### src/rtl/uart_tx_if.sv
// Byte handshake between a producer and the UART transmitter.
//   in_data   8  byte offered by the producer
//   in_valid  1  in_data is valid
//   in_ready  1  transmitter can take a byte this cycle
// master: producer side; slave: transmitter side.
interface uart_tx_if;
   logic [7:0] in_data;
   logic       in_valid;
   logic       in_ready;

   modport master (output in_data, output in_valid, input in_ready);
   modport slave  (input in_data, input in_valid, output in_ready);
endinterface

### src/rtl/uart_tx.sv
// UART transmitter, 8 data bits, no parity, 1 or 2 stop bits, LSB first.
// Bit timing comes from an internal counter of CLK_FREQ/BAUD_RATE clocks.
// A one-byte holding register lets the next frame start right after the
// last stop cycle of the current one.
//   clk      in   system clock, rising edge
//   rst      in   synchronous reset, active-high
//   in_bus   --   byte handshake (in_data, in_valid, in_ready)
//   tx       out  serial line, idle high, driven from a flop
//   busy     out  frame in progress
//   tx_done  out  one-cycle pulse during the last stop-bit cycle
//
// state   | meaning
// S_IDLE  | line idle (tx=1), waiting for a byte
// S_START | start bit (tx=0)
// S_DATA  | data bits, shift[0] on the line, bit_idx 0..7
// S_STOP  | stop bit(s) (tx=1), stop_idx 0..STOP_BITS-1
module uart_tx #(
   parameter int CLK_FREQ  = 50000000,
   parameter int BAUD_RATE = 9600,
   parameter int STOP_BITS = 1
) (
   input  logic       clk,
   input  logic       rst,
   uart_tx_if.slave   in_bus,
   output logic       tx,
   output logic       busy,
   output logic       tx_done
);

   localparam int CLKS_PER_BIT = CLK_FREQ / BAUD_RATE;
   localparam int CNT_W        = $clog2(CLKS_PER_BIT);
   localparam logic [CNT_W-1:0] CNT_MAX = CNT_W'(CLKS_PER_BIT - 1);
   localparam logic STOP_LAST = (STOP_BITS == 2);

   typedef enum logic [1:0] {
      S_IDLE,
      S_START,
      S_DATA,
      S_STOP
   } state_t;

   state_t           state, state_d;
   logic [CNT_W-1:0] bit_cnt, bit_cnt_d;
   logic [2:0]       bit_idx, bit_idx_d;
   logic             stop_idx, stop_idx_d;
   logic [7:0]       shift, shift_d;
   logic [7:0]       hold, hold_d;
   logic             hold_full, hold_full_d;
   logic             tx_d;
   logic             accept;
   logic             bit_end;
   logic             last_stop;

   assign accept    = in_bus.in_valid && !hold_full;
   assign bit_end   = (bit_cnt == CNT_MAX);
   assign last_stop = (state == S_STOP) && bit_end && (stop_idx == STOP_LAST);

   assign in_bus.in_ready = !hold_full;
   assign busy            = (state != S_IDLE);
   assign tx_done         = last_stop;

   always_comb begin
      state_d     = state;
      bit_cnt_d   = bit_end ? '0 : bit_cnt + CNT_W'(1);
      bit_idx_d   = bit_idx;
      stop_idx_d  = stop_idx;
      shift_d     = shift;
      hold_d      = hold;
      hold_full_d = hold_full;

      case (state)
         S_IDLE: begin
            bit_cnt_d  = '0;
            bit_idx_d  = '0;
            stop_idx_d = 1'b0;
            // Idle accept goes straight to the shifter; hold stays empty.
            if (accept) begin
               shift_d = in_bus.in_data;
               state_d = S_START;
            end
         end
         S_START: begin
            if (bit_end) begin
               state_d   = S_DATA;
               bit_idx_d = '0;
            end
         end
         S_DATA: begin
            if (bit_end) begin
               shift_d = {1'b0, shift[7:1]};
               if (bit_idx == 3'd7) begin
                  state_d    = S_STOP;
                  stop_idx_d = 1'b0;
               end else begin
                  bit_idx_d = bit_idx + 3'd1;
               end
            end
         end
         S_STOP: begin
            if (bit_end) begin
               if (stop_idx == STOP_LAST) begin
                  // Chain the next frame with no idle cycle when a byte is waiting
                  // or arrives on this very edge.
                  if (hold_full) begin
                     shift_d     = hold;
                     hold_full_d = 1'b0;
                     state_d     = S_START;
                  end else if (accept) begin
                     shift_d = in_bus.in_data;
                     state_d = S_START;
                  end else begin
                     state_d = S_IDLE;
                  end
               end else begin
                  stop_idx_d = 1'b1;
               end
            end
         end
         default: state_d = S_IDLE;
      endcase

      if (accept && (state != S_IDLE) && !last_stop) begin
         hold_d      = in_bus.in_data;
         hold_full_d = 1'b1;
      end

      // tx is registered from the next-state view so the line changes on
      // the same edge the FSM does.
      case (state_d)
         S_START: tx_d = 1'b0;
         S_DATA:  tx_d = shift_d[0];
         default: tx_d = 1'b1;
      endcase
   end

   always_ff @(posedge clk) begin
      if (rst) begin
         state     <= S_IDLE;
         bit_cnt   <= '0;
         bit_idx   <= '0;
         stop_idx  <= 1'b0;
         shift     <= '0;
         hold      <= '0;
         hold_full <= 1'b0;
         tx        <= 1'b1;
      end else begin
         state     <= state_d;
         bit_cnt   <= bit_cnt_d;
         bit_idx   <= bit_idx_d;
         stop_idx  <= stop_idx_d;
         shift     <= shift_d;
         hold      <= hold_d;
         hold_full <= hold_full_d;
         tx        <= tx_d;
      end
   end

endmodule

### src/flat_wrapper.sv
// flat-port wrapper written by rule: the top's interface ports become plain ports
module uart_tx_flat 
#(
   parameter int CLK_FREQ  = 50000000,
   parameter int BAUD_RATE = 9600,
   parameter int STOP_BITS = 1
)
  (clk, rst, tx, busy, tx_done, in_bus_in_data, in_bus_in_valid, in_bus_in_ready);
  uart_tx_if in_bus_i ();
  input  logic clk;
  input  logic rst;
  output logic tx;
  output logic busy;
  output logic tx_done;
  input wire logic [$bits(in_bus_i.in_data)-1:0] in_bus_in_data;
  input wire logic [$bits(in_bus_i.in_valid)-1:0] in_bus_in_valid;
  output wire logic [$bits(in_bus_i.in_ready)-1:0] in_bus_in_ready;
  assign in_bus_i.in_data = in_bus_in_data;
  assign in_bus_i.in_valid = in_bus_in_valid;
  assign in_bus_in_ready = in_bus_i.in_ready;
  uart_tx #(.CLK_FREQ(CLK_FREQ), .BAUD_RATE(BAUD_RATE), .STOP_BITS(STOP_BITS)) u_core (.clk(clk), .rst(rst), .in_bus(in_bus_i), .tx(tx), .busy(busy), .tx_done(tx_done));
endmodule
### config.mk
export PLATFORM = sky130hd
export DESIGN_NAME = uart_tx_flat
export DESIGN_NICKNAME = d
export VERILOG_FILES = /design/src/rtl/uart_tx_if.sv /design/src/rtl/uart_tx.sv /design/src/flat_wrapper.sv
export SDC_FILE = /design/constraint.sdc
export NUM_CORES = 1
export LEC_CHECK = 0
export ABC_CLOCK_PERIOD_IN_PS = 2270
export BUFFER_PORTS_ARGS = -buffer_cell sky130_fd_sc_hd__buf_2
export CAP_MARGIN = 25
export CORE_UTILIZATION = 58
export DETAILED_ROUTE_END_ITERATION = 7
export HOLD_SLACK_MARGIN = 0.06
export MAX_ROUTING_LAYER = met4
export PLACE_DENSITY = 0.78
export SLEW_MARGIN = 20
export SYNTH_ARGS = -nofsm -noshare
export SYNTH_HDL_FRONTEND = slang
export SYNTH_SLANG_ARGS = --single-unit
### constraint.sdc
create_clock -name clk -period 2.27 [get_ports clk]
set_input_delay 0.454 -clock clk [delete_from_list [all_inputs] [get_ports clk]]
set_output_delay 0.454 -clock clk [all_outputs]
set_load 0.02 [all_outputs]
-- Word-level counts from Yosys, hierarchy flattened
Index checks and enable logic that the tools add are counted.
- output and inout port bits: 4
- RAM bits: 0
- bits in read-only memories: 0
- input port bits: 11
- word-level logic and storage cells: 73
- latch bits: 0
- bits in registers: 37
- memories kept: 0
- equal/unequal tests: 14
- muxes and demuxes: 29
- reductions and logical operators: 18
- add/subtract/negate cells: 2
- div/mod/pow operators: 0
- multiply operators: 0
- shift-type cells: 0
- bitwise logic cells: 1
- $lt $le $gt $ge: 0
- operators by type and width (operator ; count):
    8-bit 2-to-1 mux ; 5
    8-bit case mux with 3 select lines ; 1
    2-bit 2-to-1 mux ; 7
    13-bit by 1-bit adder with 13-bit output, second input constant ; 1
    13-bit equality test, second input constant ; 1
    4-bit AND reduction ; 3
    1-bit 2-to-1 mux ; 9
    3-bit 2-to-1 mux ; 3
    3-bit case mux with 3 select lines ; 1
    2-bit by 1-bit inequality test with 1-bit output, second input constant ; 4
    2-bit case mux with 4 select lines ; 1
    2-bit equality test, second input constant ; 3
    2-bit inequality test, second input constant ; 3
    2-bit nonzero test ; 3
    3-bit nonzero test ; 2
    1-bit logical AND ; 5
    2-bit by 1-bit equality test with 1-bit output, second input constant ; 2
    3-bit by 1-bit adder with 3-bit output, second input constant ; 1
    3-bit equality test, second input constant ; 1
    1-bit case mux with 3 select lines ; 1
    3-bit AND reduction ; 1
    3-bit OR reduction ; 1
    1-bit logical NOT ; 2
    2-bit logical NOT ; 1
    other kinds (2) ; 2

-- Logic depth before layout (Yosys ltp)
- depth in word-level cells: 9
- depth in mapped cells: 8
- depth with buffers taken out: 6

-- Worst setup path before layout
No wires, ideal clock.
- path type: flip-flop to output port
- start point: register u_core.bit_cnt[8]
- end point: output port tx_done
- cell stages (with the launch flop): 5
- path slack: 106 ps
- buffers on the path: 1
- data arrival time: 1710 ps
- data required time: 1816 ps
- cell sequence: dfxtp_1 > or4b_4 > or3_1 > buf_6 > nor2_1
- cells in the longest elaborated chain, start to end: 3
- ends and longest elaborated chain (element ; line ; RTL):
    start, declared ; uart_tx.sv:43 ; logic [CNT_W-1:0] bit_cnt, bit_cnt_d;
    start signal, assigned ; uart_tx.sv:148 ; bit_cnt <= bit_cnt_d;
    13-bit equality test ; uart_tx.sv:55 ; assign bit_end = (bit_cnt == CNT_MAX);
    1-bit logical AND (2 in series) ; uart_tx.sv:56 ; assign last_stop = (state == S_STOP) && bit_end && (stop_idx == STOP_LAST);
    end, declared ; flat_wrapper.sv:14 ; output logic tx_done;
Every way passes these cells.

-- Worst setup path after layout
- start point: register u_core.bit_cnt[5]
- end point: output port tx_done
Same word-level chain as after synthesis.

==> impl_metrics.prom <==
# TYPE chip_impl_metric gauge
chip_impl_metric{name="instances_no_fill",unit=""} 269
chip_impl_metric{name="ir_worst_vdd",unit="mV"} 0.393
chip_impl_metric{name="syn_area",unit="sq um"} 1810
chip_impl_metric{name="globalRoute.totalOverflow",unit=""} 0
chip_impl_metric{name="seq_area_frac_synth",unit=""} 0.398
chip_impl_metric{name="h-tree-depth",unit=""} 2
chip_impl_metric{name="syn-num-nets",unit=""} 227
chip_impl_metric{name="path_max_fanout",unit=""} 2
chip_impl_metric{name="finalWeightedCongestion",unit=""} 0.823
chip_impl_metric{name="die_area",unit="sq um"} 3350
chip_impl_metric{name="synthesis.yosys.warnings",unit=""} 0
chip_impl_metric{name="routed_wirelength",unit="um"} 3980
chip_impl_metric{name="synth_cell_type_count",unit=""} 38
chip_impl_metric{name="clock_latency",unit="ps"} 340
chip_impl_metric{name="min_period",unit="ps"} 2290
chip_impl_metric{name="grt_max_degree",unit=""} 25
chip_impl_metric{name="design.portCount",unit=""} 15
chip_impl_metric{name="detail_route.drc_violations",unit=""} 3
chip_impl_metric{name="power_density",unit="nW/um^2"} 595
chip_impl_metric{name="grt_use_met3",unit=""} 0.0536
chip_impl_metric{name="globalRouteTotalUtil",unit=""} 0.280
chip_impl_metric{name="asyncSetResetFlopFracSynth",unit=""} 0
chip_impl_metric{name="worst_hold_slack",unit="ps"} 362
chip_impl_metric{name="antenna-diode-count",unit=""} 0
chip_impl_metric{name="power_leakage",unit="nW"} 0.815
chip_impl_info{name="status",value="finished with violations"} 1
chip_impl_metric{name="antenna_found_initial",unit=""} 0
chip_impl_metric{name="fmax",unit="MHz"} 436
chip_impl_metric{name="setup_viol_count_final",unit=""} 1
chip_impl_metric{name="worst_ep_required_time",unit="ps"} 1820
chip_impl_metric{name="fp-row-count",unit=""} 19
chip_impl_metric{name="timing.final.hold_violations",unit=""} 0
chip_impl_metric{name="met2_usage",unit=""} 0.483
chip_impl_info{name="global_route.peak_usage_layer",value="met2"} 1
chip_impl_metric{name="slew_headroom",unit=""} 0.625
chip_impl_metric{name="synth.ff_latch_count",unit=""} 36
chip_impl_info{name="clk_root_buffer_cell",value="sky130_fd_sc_hd__clkbuf_4"} 1
chip_impl_metric{name="worst_clock_skew",unit="ps"} 14.2
chip_impl_metric{name="via_count_of_the_first_global_routing_pass",unit=""} 1604
chip_impl_metric{name="postSynthAreaPerCell",unit="sq um"} 8.49
chip_impl_metric{name="ctsHoldBuffers",unit=""} 0
chip_impl_metric{name="avgRoutedWirePerCell",unit="um"} 14.8
chip_impl_metric{name="global_route_wire_length_before_repair",unit="um"} 6920
chip_impl_metric{name="place_worst_setup_slack",unit="ps"} 48.6
chip_impl_metric{name="die_x",unit="um"} 57.9
chip_impl_metric{name="clock_tree.buffer_depth",unit=""} 2
chip_impl_info{name="setup.worst_path.class",value="reg -> out"} 1
chip_impl_metric{name="layout-area-overhead-vs-synth",unit="%"} 14.4
chip_impl_metric{name="slew_at_the_pin_closest_to_its_max_slew_limit",unit="ps"} 562
chip_impl_info{name="setup_repair_after_global_routing_missed_its_margin",value="yes"} 1
chip_impl_metric{name="vias",unit=""} 1603
chip_impl_info{name="start_kind",value="flop"} 1
chip_impl_metric{name="synth_edf_count",unit=""} 0
chip_impl_metric{name="place.detailed.hpwl",unit="um"} 2660
chip_impl_metric{name="placed_area",unit="sq um"} 1920
chip_impl_metric{name="finish.utilization",unit=""} 0.725
chip_impl_info{name="worst_setup_path_end_kind",value="primary output"} 1
chip_impl_metric{name="global_route.usage.met1",unit=""} 0.299
chip_impl_metric{name="synthesis.instances",unit=""} 213
chip_impl_metric{name="drt_iter0_markers",unit=""} 129
chip_impl_metric{name="clock_transition_at_the_registers_of_the_reported_paths",unit="ps"} 100
chip_impl_metric{name="critical_path_arrival",unit="ps"} 1840
chip_impl_metric{name="finish.instance_area",unit="sq um"} 2070
chip_impl_metric{name="routed_via_density",unit=""} 5.96
chip_impl_metric{name="starting_density_of_the_core",unit=""} 0.634
chip_impl_info{name="min-delay-path-class",value="in -> reg"} 1
chip_impl_metric{name="final_period_util",unit=""} 1.01
chip_impl_metric{name="final_layout_size_suffix_gt1_frac",unit=""} 0.239
chip_impl_metric{name="core",unit="sq um"} 2850
chip_impl_metric{name="post-place-cells",unit=""} 254
chip_impl_metric{name="cts_inserted_buffers",unit=""} 5
chip_impl_info{name="violations",value="DRC, setup timing"} 1
chip_impl_metric{name="slew_limit_fails",unit=""} 0
chip_impl_metric{name="drt-pass1-iter-count",unit=""} 6
chip_impl_metric{name="num-nets-final",unit=""} 251
chip_impl_metric{name="port_buffers",unit=""} 14
chip_impl_metric{name="antenna_violating_nets_post_route",unit=""} 0
chip_impl_metric{name="numClockSinks",unit=""} 36
chip_impl_metric{name="drv_cap",unit=""} 0
chip_impl_info{name="commonest_register_cell_after_synthesis",value="sky130_fd_sc_hd__dfxtp_1"} 1
chip_impl_metric{name="setup_slack",unit="ps"} -24.4
chip_impl_info{name="cts_tree",value="built"} 1
chip_impl_metric{name="die_h",unit="um"} 57.9
[cell usage after synthesis (5+ instances only)]
cell	instances	area [sq um]
sky130_fd_sc_hd__o21ai_0	11	55.1
sky130_fd_sc_hd__nor3_1	9	45.0
sky130_fd_sc_hd__xnor2_1	5	43.8
sky130_fd_sc_hd__a21oi_1	10	50.1
sky130_fd_sc_hd__and3_1	6	37.5
sky130_fd_sc_hd__inv_1	5	18.8
sky130_fd_sc_hd__xor2_1	7	61.3
sky130_fd_sc_hd__nor2_1	42	158
sky130_fd_sc_hd__mux2_2	6	67.6
sky130_fd_sc_hd__clkbuf_1	7	26.3
sky130_fd_sc_hd__a22oi_1	7	52.6
sky130_fd_sc_hd__nand3_1	6	30.0
sky130_fd_sc_hd__dfxtp_1	36	721
sky130_fd_sc_hd__mux2i_1	11	110
sky130_fd_sc_hd__nand2_1	13	48.8
[cells by family after synthesis]
family	synth area share
XOR/XNOR	0.0581
buffers and inverters	0.0477
multiplexers	0.0982
AND/OR/NAND/NOR	0.221
flip-flops	0.398
adder cells (fa/ha/maj)	0.0207
AO/OA/AOI/OAI	0.156
[layout make-up]
class / instances / area, sq um
multi-input combinational: 159 / 1030
tap: 31 / 38.8
inverter: 5 / 18.8
fill: 233 / 783
sequential: 36 / 728
timing repair buffer: 30 / 196
clock buffer: 8 / 58.8
[cells in the final DEF, fill, tap and decap left out, types with 2 or more instances in the layout]
master	n
sky130_fd_sc_hd__clkbuf_1	2
sky130_fd_sc_hd__buf_4	16
sky130_fd_sc_hd__mux2i_1	11
sky130_fd_sc_hd__nor3_1	9
sky130_fd_sc_hd__dfxtp_1	30
sky130_fd_sc_hd__xnor2_1	5
sky130_fd_sc_hd__buf_2	13
sky130_fd_sc_hd__inv_1	5
sky130_fd_sc_hd__nand3_1	6
sky130_fd_sc_hd__a22oi_1	7
sky130_fd_sc_hd__or4b_4	2
sky130_fd_sc_hd__nand2_1	13
sky130_fd_sc_hd__mux2_2	6
sky130_fd_sc_hd__clkbuf_4	5
sky130_fd_sc_hd__o21ai_0	11
sky130_fd_sc_hd__nand4_1	3
sky130_fd_sc_hd__and3_1	6
sky130_fd_sc_hd__a21oi_1	10
sky130_fd_sc_hd__xor2_1	7
sky130_fd_sc_hd__ha_1	2
sky130_fd_sc_hd__a311oi_1	2
sky130_fd_sc_hd__nor2_1	41
sky130_fd_sc_hd__dfxtp_2	6
[flip-flops by register name, summed over array words and instances, names as in the netlist]
register	cells
u_core.hold	8
u_core.state	2
u_core.bit_idx	3
u_core.tx	1
u_core.bit_cnt	13
u_core.shift	8
u_core.hold_full	1
[metrics by stage]
| step | TNS (ps) | power (W) |
|---|---|---|
| 2_1_floorplan | 0 | 0.000828 |
| 3_3_place_gp | 0 | 0.000874 |
| 6_report | -24.4 | 0.00123 |
| 4_1_cts | -37.8 | 0.00123 |
| 5_1_grt | -108 | 0.00129 |
| 3_5_place_dp | 0 | 0.000883 |
[critical path, cell delays in order (launching register included)]
cell and delay, ps:
sky130_fd_sc_hd__dfxtp_2 330, sky130_fd_sc_hd__or4b_4 530, sky130_fd_sc_hd__or3_4 420, sky130_fd_sc_hd__nor2_4 110
sky130_fd_sc_hd__buf_6 120
[layer usage]
layer | vias to the layer above | wire length [um]
li1 | 798 | -
met1 | 758 | 1660
met3 | 11 | 146
met5 | - | 0
met4 | 0 | 101
met2 | 36 | 2070
[worst paths after layout]
| check | cells past startpoint | slack, ps | start | endpoint |
|---|---|---|---|---|
| max | 4 | -20 | u_core.bit_cnt[5] | tx_done |
| max reg2reg | 8 | 80 | u_core.bit_cnt[5] | u_core.shift[5] |
| min reg2reg | 1 | 460 | u_core.bit_cnt[0] | u_core.bit_cnt[0] |
| min | 3 | 360 | in_bus_in_data[5] | u_core.hold[5] |
[report_power, final]
group	internal [W]	switching (W)
Clock	0.000153	0.000199
Combinational	0.0000868	0.000104
Sequential	0.000660	0.0000277
[repair_timing]
action / in CTS / in global routing
resized for setup: 10 / 5
pin swaps: 3 / 2
setup endpoints to repair: 1 / 15
buffers inserted: 5 / 2
Note: power is estimated with default switching activity, not from simulation.
